===== src/rtl/port_uart_tx_if.sv =====
// port_uart_tx_if: processor-side bus of the serial output port.
//   wr_en        - one-cycle byte store strobe (port address already decoded)
//   wr_data      - byte to queue for transmission
//   clr_overflow - clears the sticky overflow flag
//   busy         - a frame is on the line
//   fifo_empty   - no bytes queued
//   fifo_full    - 2**FIFO_AW bytes queued
//   fifo_count   - number of queued bytes (not counting the byte being shifted)
//   overflow     - sticky: a store was dropped because the FIFO was full
// master = processor side, slave = peripheral side.
interface port_uart_tx_if #(
    parameter int unsigned FIFO_AW = 3
);
    logic               wr_en;
    logic [7:0]         wr_data;
    logic               clr_overflow;
    logic               busy;
    logic               fifo_empty;
    logic               fifo_full;
    logic [FIFO_AW:0]   fifo_count;
    logic               overflow;

    modport master (
        output wr_en, wr_data, clr_overflow,
        input  busy, fifo_empty, fifo_full, fifo_count, overflow
    );

    modport slave (
        input  wr_en, wr_data, clr_overflow,
        output busy, fifo_empty, fifo_full, fifo_count, overflow
    );
endinterface


===== src/rtl/port_uart_tx.sv =====
// port_uart_tx: memory-mapped UART transmitter behind the processor output port.
// Byte stores are queued in a circular FIFO and sent as 8N1 frames, LSB first.
// Ports:
//   clk   - system clock, rising edge
//   reset - synchronous, active-high
//   bus   - processor-side store/status bus (slave modport)
//   tx    - UART serial line, idle high, driven from a register
module port_uart_tx #(
    parameter int unsigned CLKS_PER_BIT = 434,
    parameter int unsigned FIFO_AW      = 3
) (
    input  logic          clk,
    input  logic          reset,
    port_uart_tx_if.slave bus,
    output logic          tx
);
    localparam int unsigned Depth = 2 ** FIFO_AW;
    localparam int unsigned BaudW = (CLKS_PER_BIT > 1) ? $clog2(CLKS_PER_BIT) : 1;
    localparam logic [BaudW-1:0]   BaudLast  = BaudW'(CLKS_PER_BIT - 1);
    localparam logic [FIFO_AW:0]   CountFull = (FIFO_AW + 1)'(Depth);

    typedef enum logic [1:0] {StIdle, StStart, StData, StStop} state_e;

    state_e             state_q, state_d;
    logic [BaudW-1:0]   baud_q, baud_d;
    logic [2:0]         bit_q, bit_d;
    logic [7:0]         shift_q, shift_d;
    logic               tx_q, tx_d;
    logic               busy_q, busy_d;

    logic [7:0]         mem_q [Depth];
    logic [FIFO_AW-1:0] rd_ptr_q, wr_ptr_q;
    logic [FIFO_AW:0]   count_q, count_d;
    logic               empty_q, full_q;
    logic               overflow_q, overflow_d;

    logic               push, pop, bit_end;

    // The full decision uses registered state, so a same-cycle pop never makes room.
    assign push    = bus.wr_en & ~full_q;
    assign bit_end = (baud_q == BaudLast);

    // FSM state register
    always_ff @(posedge clk) begin
        if (reset) begin
            state_q <= StIdle;
            baud_q  <= '0;
            bit_q   <= '0;
            shift_q <= '0;
            tx_q    <= 1'b1;
            busy_q  <= 1'b0;
        end else begin
            state_q <= state_d;
            baud_q  <= baud_d;
            bit_q   <= bit_d;
            shift_q <= shift_d;
            tx_q    <= tx_d;
            busy_q  <= busy_d;
        end
    end

    // FSM next state; pops happen only when a frame is started
    always_comb begin
        state_d = state_q;
        baud_d  = baud_q;
        bit_d   = bit_q;
        shift_d = shift_q;
        pop     = 1'b0;
        unique case (state_q)
            StIdle: begin
                if (!empty_q) begin
                    pop     = 1'b1;
                    shift_d = mem_q[rd_ptr_q];
                    baud_d  = '0;
                    bit_d   = '0;
                    state_d = StStart;
                end
            end
            StStart: begin
                if (bit_end) begin
                    baud_d  = '0;
                    bit_d   = '0;
                    state_d = StData;
                end else begin
                    baud_d = baud_q + BaudW'(1);
                end
            end
            StData: begin
                if (bit_end) begin
                    baud_d  = '0;
                    shift_d = {1'b0, shift_q[7:1]};
                    if (bit_q == 3'd7) begin
                        state_d = StStop;
                    end else begin
                        bit_d = bit_q + 3'd1;
                    end
                end else begin
                    baud_d = baud_q + BaudW'(1);
                end
            end
            StStop: begin
                if (bit_end) begin
                    baud_d = '0;
                    if (!empty_q) begin
                        // back-to-back frame, no idle gap
                        pop     = 1'b1;
                        shift_d = mem_q[rd_ptr_q];
                        bit_d   = '0;
                        state_d = StStart;
                    end else begin
                        state_d = StIdle;
                    end
                end else begin
                    baud_d = baud_q + BaudW'(1);
                end
            end
            default: state_d = StIdle;
        endcase
    end

    // FSM outputs, computed from the next state so tx/busy come straight off flops
    always_comb begin
        tx_d   = 1'b1;
        busy_d = (state_d != StIdle);
        unique case (state_d)
            StStart: tx_d = 1'b0;
            StData:  tx_d = shift_d[0];
            default: tx_d = 1'b1;
        endcase
    end

    // FIFO bookkeeping and sticky overflow (set wins over clear)
    always_comb begin
        count_d = count_q;
        if (push && !pop) begin
            count_d = count_q + 1'b1;
        end else if (pop && !push) begin
            count_d = count_q - 1'b1;
        end
        overflow_d = overflow_q;
        if (bus.wr_en && full_q) begin
            overflow_d = 1'b1;
        end else if (bus.clr_overflow) begin
            overflow_d = 1'b0;
        end
    end

    always_ff @(posedge clk) begin
        if (reset) begin
            rd_ptr_q   <= '0;
            wr_ptr_q   <= '0;
            count_q    <= '0;
            empty_q    <= 1'b1;
            full_q     <= 1'b0;
            overflow_q <= 1'b0;
        end else begin
            if (pop) begin
                rd_ptr_q <= rd_ptr_q + 1'b1;
            end
            if (push) begin
                wr_ptr_q <= wr_ptr_q + 1'b1;
            end
            count_q    <= count_d;
            empty_q    <= (count_d == '0);
            full_q     <= (count_d == CountFull);
            overflow_q <= overflow_d;
        end
    end

    // Storage needs no reset; validity is tracked by the pointers and count.
    always_ff @(posedge clk) begin
        if (push) begin
            mem_q[wr_ptr_q] <= bus.wr_data;
        end
    end

    assign tx             = tx_q;
    assign bus.busy       = busy_q;
    assign bus.fifo_empty = empty_q;
    assign bus.fifo_full  = full_q;
    assign bus.fifo_count = count_q;
    assign bus.overflow   = overflow_q;

endmodule


===== src/flat_wrapper.sv =====
// flat-port wrapper written by rule: the top's interface ports become plain ports
module port_uart_tx_flat 
#(
    parameter int unsigned CLKS_PER_BIT = 434,
    parameter int unsigned FIFO_AW      = 3
)
  (clk, reset, tx, bus_wr_en, bus_wr_data, bus_clr_overflow, bus_busy, bus_fifo_empty, bus_fifo_full, bus_fifo_count, bus_overflow);
  port_uart_tx_if #(.FIFO_AW(FIFO_AW)) bus_i ();
  input  logic clk;
  input  logic reset;
  output logic tx;
  input wire logic [$bits(bus_i.wr_en)-1:0] bus_wr_en;
  input wire logic [$bits(bus_i.wr_data)-1:0] bus_wr_data;
  input wire logic [$bits(bus_i.clr_overflow)-1:0] bus_clr_overflow;
  output wire logic [$bits(bus_i.busy)-1:0] bus_busy;
  output wire logic [$bits(bus_i.fifo_empty)-1:0] bus_fifo_empty;
  output wire logic [$bits(bus_i.fifo_full)-1:0] bus_fifo_full;
  output wire logic [$bits(bus_i.fifo_count)-1:0] bus_fifo_count;
  output wire logic [$bits(bus_i.overflow)-1:0] bus_overflow;
  assign bus_i.wr_en = bus_wr_en;
  assign bus_i.wr_data = bus_wr_data;
  assign bus_i.clr_overflow = bus_clr_overflow;
  assign bus_busy = bus_i.busy;
  assign bus_fifo_empty = bus_i.fifo_empty;
  assign bus_fifo_full = bus_i.fifo_full;
  assign bus_fifo_count = bus_i.fifo_count;
  assign bus_overflow = bus_i.overflow;
  port_uart_tx #(.CLKS_PER_BIT(CLKS_PER_BIT), .FIFO_AW(FIFO_AW)) u_core (.clk(clk), .reset(reset), .bus(bus_i), .tx(tx));
endmodule

===== config.mk =====
export PLATFORM = sky130hd
export DESIGN_NAME = port_uart_tx_flat
export DESIGN_NICKNAME = d
export VERILOG_FILES = /design/src/rtl/port_uart_tx_if.sv /design/src/rtl/port_uart_tx.sv /design/src/flat_wrapper.sv
export SDC_FILE = /design/constraint.sdc
export NUM_CORES = 1
export LEC_CHECK = 0
export ABC_AREA = 1
export CAP_MARGIN = 20
export CORE_AREA = 4 4 92 94
export DETAILED_ROUTE_END_ITERATION = 12
export DIE_AREA = 0 0 96 98
export PLACE_DENSITY = 0.8
export SLEW_MARGIN = 20
export SYNTH_ARGS = -nofsm -noshare
export SYNTH_HDL_FRONTEND = slang
export SYNTH_SLANG_ARGS = --single-unit

===== constraint.sdc =====
create_clock -name clk -period 3.5 [get_ports clk]
set_clock_uncertainty 0.2 [all_clocks]
set_input_delay 1.05 -clock clk [delete_from_list [all_inputs] [get_ports clk]]
set_output_delay 1.05 -clock clk [all_outputs]
set_load 0.01 [all_outputs]

==> out/summary.md <==
The run finished with clean final reports. Static timing analysis puts the maximum clock frequency at 0.363 GHz. Pin placement for this block handled 21 I/O pins. Main combinational cell family by area after synthesis: simple AND/OR/NAND/NOR gates. The tools report the number of global-route vias before repair as 3321. The path class of the tightest hold or removal check is reg -> reg.

TritonCTS built the clock tree. Compound-gate portion of the synthesized area: 0.110. The netlist uses 32 different library cells.

Clock tree synthesis selected as its root buffer the cell sky130_fd_sc_hd__clkbuf_8. The final max-slew violation count came out at 0. Clock-pin slew on the worst setup and hold paths: 100 ps. The post-synthesis xor/xnor area fraction works out to 0.00751.

The critical path ends at bus_fifo_empty. For flop-to-flop paths, the worst setup slack is 870 ps. The most used flip-flop cell after synthesis is sky130_fd_sc_hd__edfxtp_1. The worst setup path is captured at an output pin. Final hold analysis gives a worst-case slack of 267 ps. STA classifies the critical path startpoint as a register. Setup violations remaining at the end of the flow were counted as 0. The first-pass iteration count of the detailed router is 5, and the largest buffer count on any clock path is 2. The final critical-path share of the clock period works out to 0.787.

The number of hold buffers added after CTS was 0. The total power is 0.00351 W, and the per-instance average area after synthesis is 9.29 µm². On the worst path, the slowest cell contributes a delay of 610 ps. The fraction of the yosys area taken by sequential cells came out at 0.584. The global-route wire length before repair came out at 16000 µm. For the pin with the worst max-slew slack, the measured transition is 893 ps. The buffers plus inverters on the worst setup path was 1; the number of clock buffers inserted by TritonCTS was 9.

The synthesized design contains 64 enable-type register cells. In this run the horizontal extent of the chip is 96 µm. 0 antenna diodes ended up in the layout.

For the finished layout, the period the worst path requires is 2760 ps. The worst register-to-register path ends at u_core.tx. Setup repair after global routing left no endpoint under its margin. The total number of cells along the worst setup path is 1.

The area fraction in and, or, nand and nor cells after synthesis came out at 0.219. The total routed wirelength is 9790 µm. The maximum net fanout on the critical path was 7; the worst endpoint required time was 2250 ps.

In this run, the number of DRC markers left after iteration 0 of detailed routing was 318. For this design the static power due to leakage is 1.99 nW. The clock net in this run drives a total of 104 sinks. After legalization and detailed placement, the total HPWL measured 6920 µm. Port buffer count: 20. In this run the number of H-tree levels came out at 3. The logs give 380 ps for the insertion delay to the later sink of the worst-skew pair and 527 for the synthesized net count. The multiplexer share of the synthesized area is 0, and the max-capacitance violation count is 0.

Across the VDD grid, the largest voltage drop is 0.477 mV. In the final routed layout, each cell accounts on average for 15.4 µm. STA puts the critical path data arrival time at 1510 ps. Compared with the post-synthesis result, the final layout area differs by 11.5%. The highest-delay cell along the critical path is sky130_fd_sc_hd__clkdlybuf4s50_1. The count of nets left with antenna violations once routing finished came out at 0. The number of cell instances on the worst register-to-register path is 12, and the area after detailed placement is 5000 µm². Once layout is done, the placed cells without fillers occupy 5200 µm². The aggregate global routing overflow came out at 0. Summing all multi-input logic gate instances after layout gives 1730 µm². In this run the vertical extent of the chip is 98 µm. The initial antenna violation count was 0; the post-synthesis cell count was 502.

The run gives 0.222 as the combined global-route utilization of all metal layers. The signal on the critical path passes through clkdlybuf4s50_1. Pin count of the biggest net entering global routing: 34. The setup TNS came out at 0 ps. The tools report the count of buffers added by post-CTS timing repair for setup as 0. The post-synthesis instance area is 4660 µm², and the initial core utilization is 0.610. The area share of fa/ha/maj cells after synthesis was 0.0349; the total of warnings raised by yosys was 0. The via total after detailed routing came out at 3548. The setup path with the least slack is of type reg -> out. In this run the worst setup path begins at u_core.bus.fifo_empty. At the end of routability-driven placement, the weighted congestion stood at 0.983. The share of flip-flops with an asynchronous set or reset was 0.

For the headroom to the max-slew limit, the log shows 0.404. Dividing the detail-routed via count by the number of cells gives 5.58. The hold violation total from the final report was 0; the power density over the cells was 676 nW/µm². The standard cell core area was 7650 µm²; the total of fill cells in the finished design was 587.

In the final layout, flip-flops and latches occupy 2720 µm². Synthesis inferred 104 register bits. For the number of nets at the end of the flow, the log shows 554. The die covers 9410 µm².

Cell family contributing the most delay on the critical path: buffers and inverters. In this run, post-CTS repair resized a total of 0 instances. The fraction of final layout cells sized beyond drive strength 1 is 0.0787. The logs give 0 for the DRC violation count after routing and 32 for the cell row count.
[registers in the layout (all words and copies together) (netlist names), 2 cells and up, named ones only]
signal                 flops
u_core.mem_q              64
u_core.baud_q              9
u_core.shift_q             8
u_core.bus.fifo_count      4
u_core.bit_q               3
u_core.rd_ptr_q            3
u_core.wr_ptr_q            3
u_core.state_q             2
[area by class of cell]
cell class	count	share of cell area
sequential	104	0.524
tap	102	0.0246
inverter	44	0.0318
clock buffer	9	0.0238
multi-input combinational	342	0.333
clock inverter	7	0.0130
timing repair buffer	28	0.0501
[worst reg2reg max path: cells and delay by family, from the launching register on]
kind	cells	cell delay, ps
compound gates	2	550
buf+inv	2	910
flops	1	310
simple gates	8	620
[synthesized netlist by cell type, types with 2 or more instances]
master                     count  area [µm²]
sky130_fd_sc_hd__nor3_1        4        20.0
sky130_fd_sc_hd__dfxtp_1      40         801
sky130_fd_sc_hd__xor2_1        3        26.3
sky130_fd_sc_hd__nand3_1      29         145
sky130_fd_sc_hd__nor2_4        2        22.5
sky130_fd_sc_hd__nand2_2       4        25.0
sky130_fd_sc_hd__clkbuf_1     12        45.0
sky130_fd_sc_hd__nor3b_1       2        15.0
sky130_fd_sc_hd__or2_2         2        12.5
sky130_fd_sc_hd__o21ai_0      44         220
sky130_fd_sc_hd__inv_1        43         161
sky130_fd_sc_hd__nor2_2        5        31.3
sky130_fd_sc_hd__nand3b_1      4        30.0
sky130_fd_sc_hd__ha_1         13         163
sky130_fd_sc_hd__a211oi_1      3        22.5
sky130_fd_sc_hd__edfxtp_1     64        1920
sky130_fd_sc_hd__nand2_4       2        22.5
sky130_fd_sc_hd__o211ai_1      2        15.0
sky130_fd_sc_hd__nand2_1     120         450
sky130_fd_sc_hd__o22ai_1      11        68.8
sky130_fd_sc_hd__a21oi_1      29         145
sky130_fd_sc_hd__nor2_1       54         203
[routing by layer]
layer | wire [µm] | share of wire | track usage | up-vias
li1 | - | - | - | 1757
met1 | 4460 | 0.46 | 0.318 | 1659
met2 | 4520 | 0.46 | 0.320 | 120
met3 | 678 | 0.069 | 0.0609 | 12
met4 | 131 | 0.013 | 0.0864 | 0
met5 | 0 | 0 | 0 | -
[logic make-up after synthesis]
kind of cell	after synthesis
buffers and inverters	56
and+or+nand+nor	231
xor gates and xnor gates	4
adders and majority gates	13
AOI/OAI and AO/OA	94
DFF	104
[where the power goes]
| group | leakage [nW] | total, W | internal [W] | switching (W) |
|---|---|---|---|---|
| clock | 0.0997 | 0.000721 | 0.000279 | 0.000442 |
| sequential | 0.907 | 0.00156 | 0.00144 | 0.000119 |
| combinational | 0.987 | 0.00123 | 0.000426 | 0.000805 |
[stage by stage]
stage	std cells	util	setup slack, ps
3_5_place_dp	620	0.654	419
5_1_grt	636	0.679	697
6_report	636	0.679	745
4_1_cts	636	0.679	736
3_3_place_gp	620	0.654	474
2_1_floorplan	502	-	1020
[placed cells by master, fill, tap and decap left out, drive strengths merged]
cell type      count
nor3b              2
nand3b             4
buf                8
inv               48
o211ai             2
or2                2
a21oi             29
clkinv             3
clkbuf             9
nor3               4
clkdlybuf4s50     20
edfxtp            64
ha                13
nor2              61
a31oi              1
a211oi             3
xnor2              1
nand4              1
o221ai             1
xor2               3
o21a               1
a22oi              1
dfxtp             40
nand2            127
o21ai             45
nand3             30
o22ai             11
[how the worst min path moves through the flow]
stage               slack, ps                  end  cells after the start           startpoint
finish                    270  u_core.bus.overflow                      2  u_core.bus.overflow
global route              300      u_core.bit_q[2]                      2      u_core.bit_q[2]
CTS                       270  u_core.bus.overflow                      2  u_core.bus.overflow
detailed placement        260  u_core.bus.overflow                      2  u_core.bus.overflow
global placement          250  u_core.bus.overflow                      2  u_core.bus.overflow
floorplan                 250      u_core.bit_q[1]                      2      u_core.bit_q[1]
(Power assumes the default switching activity.)
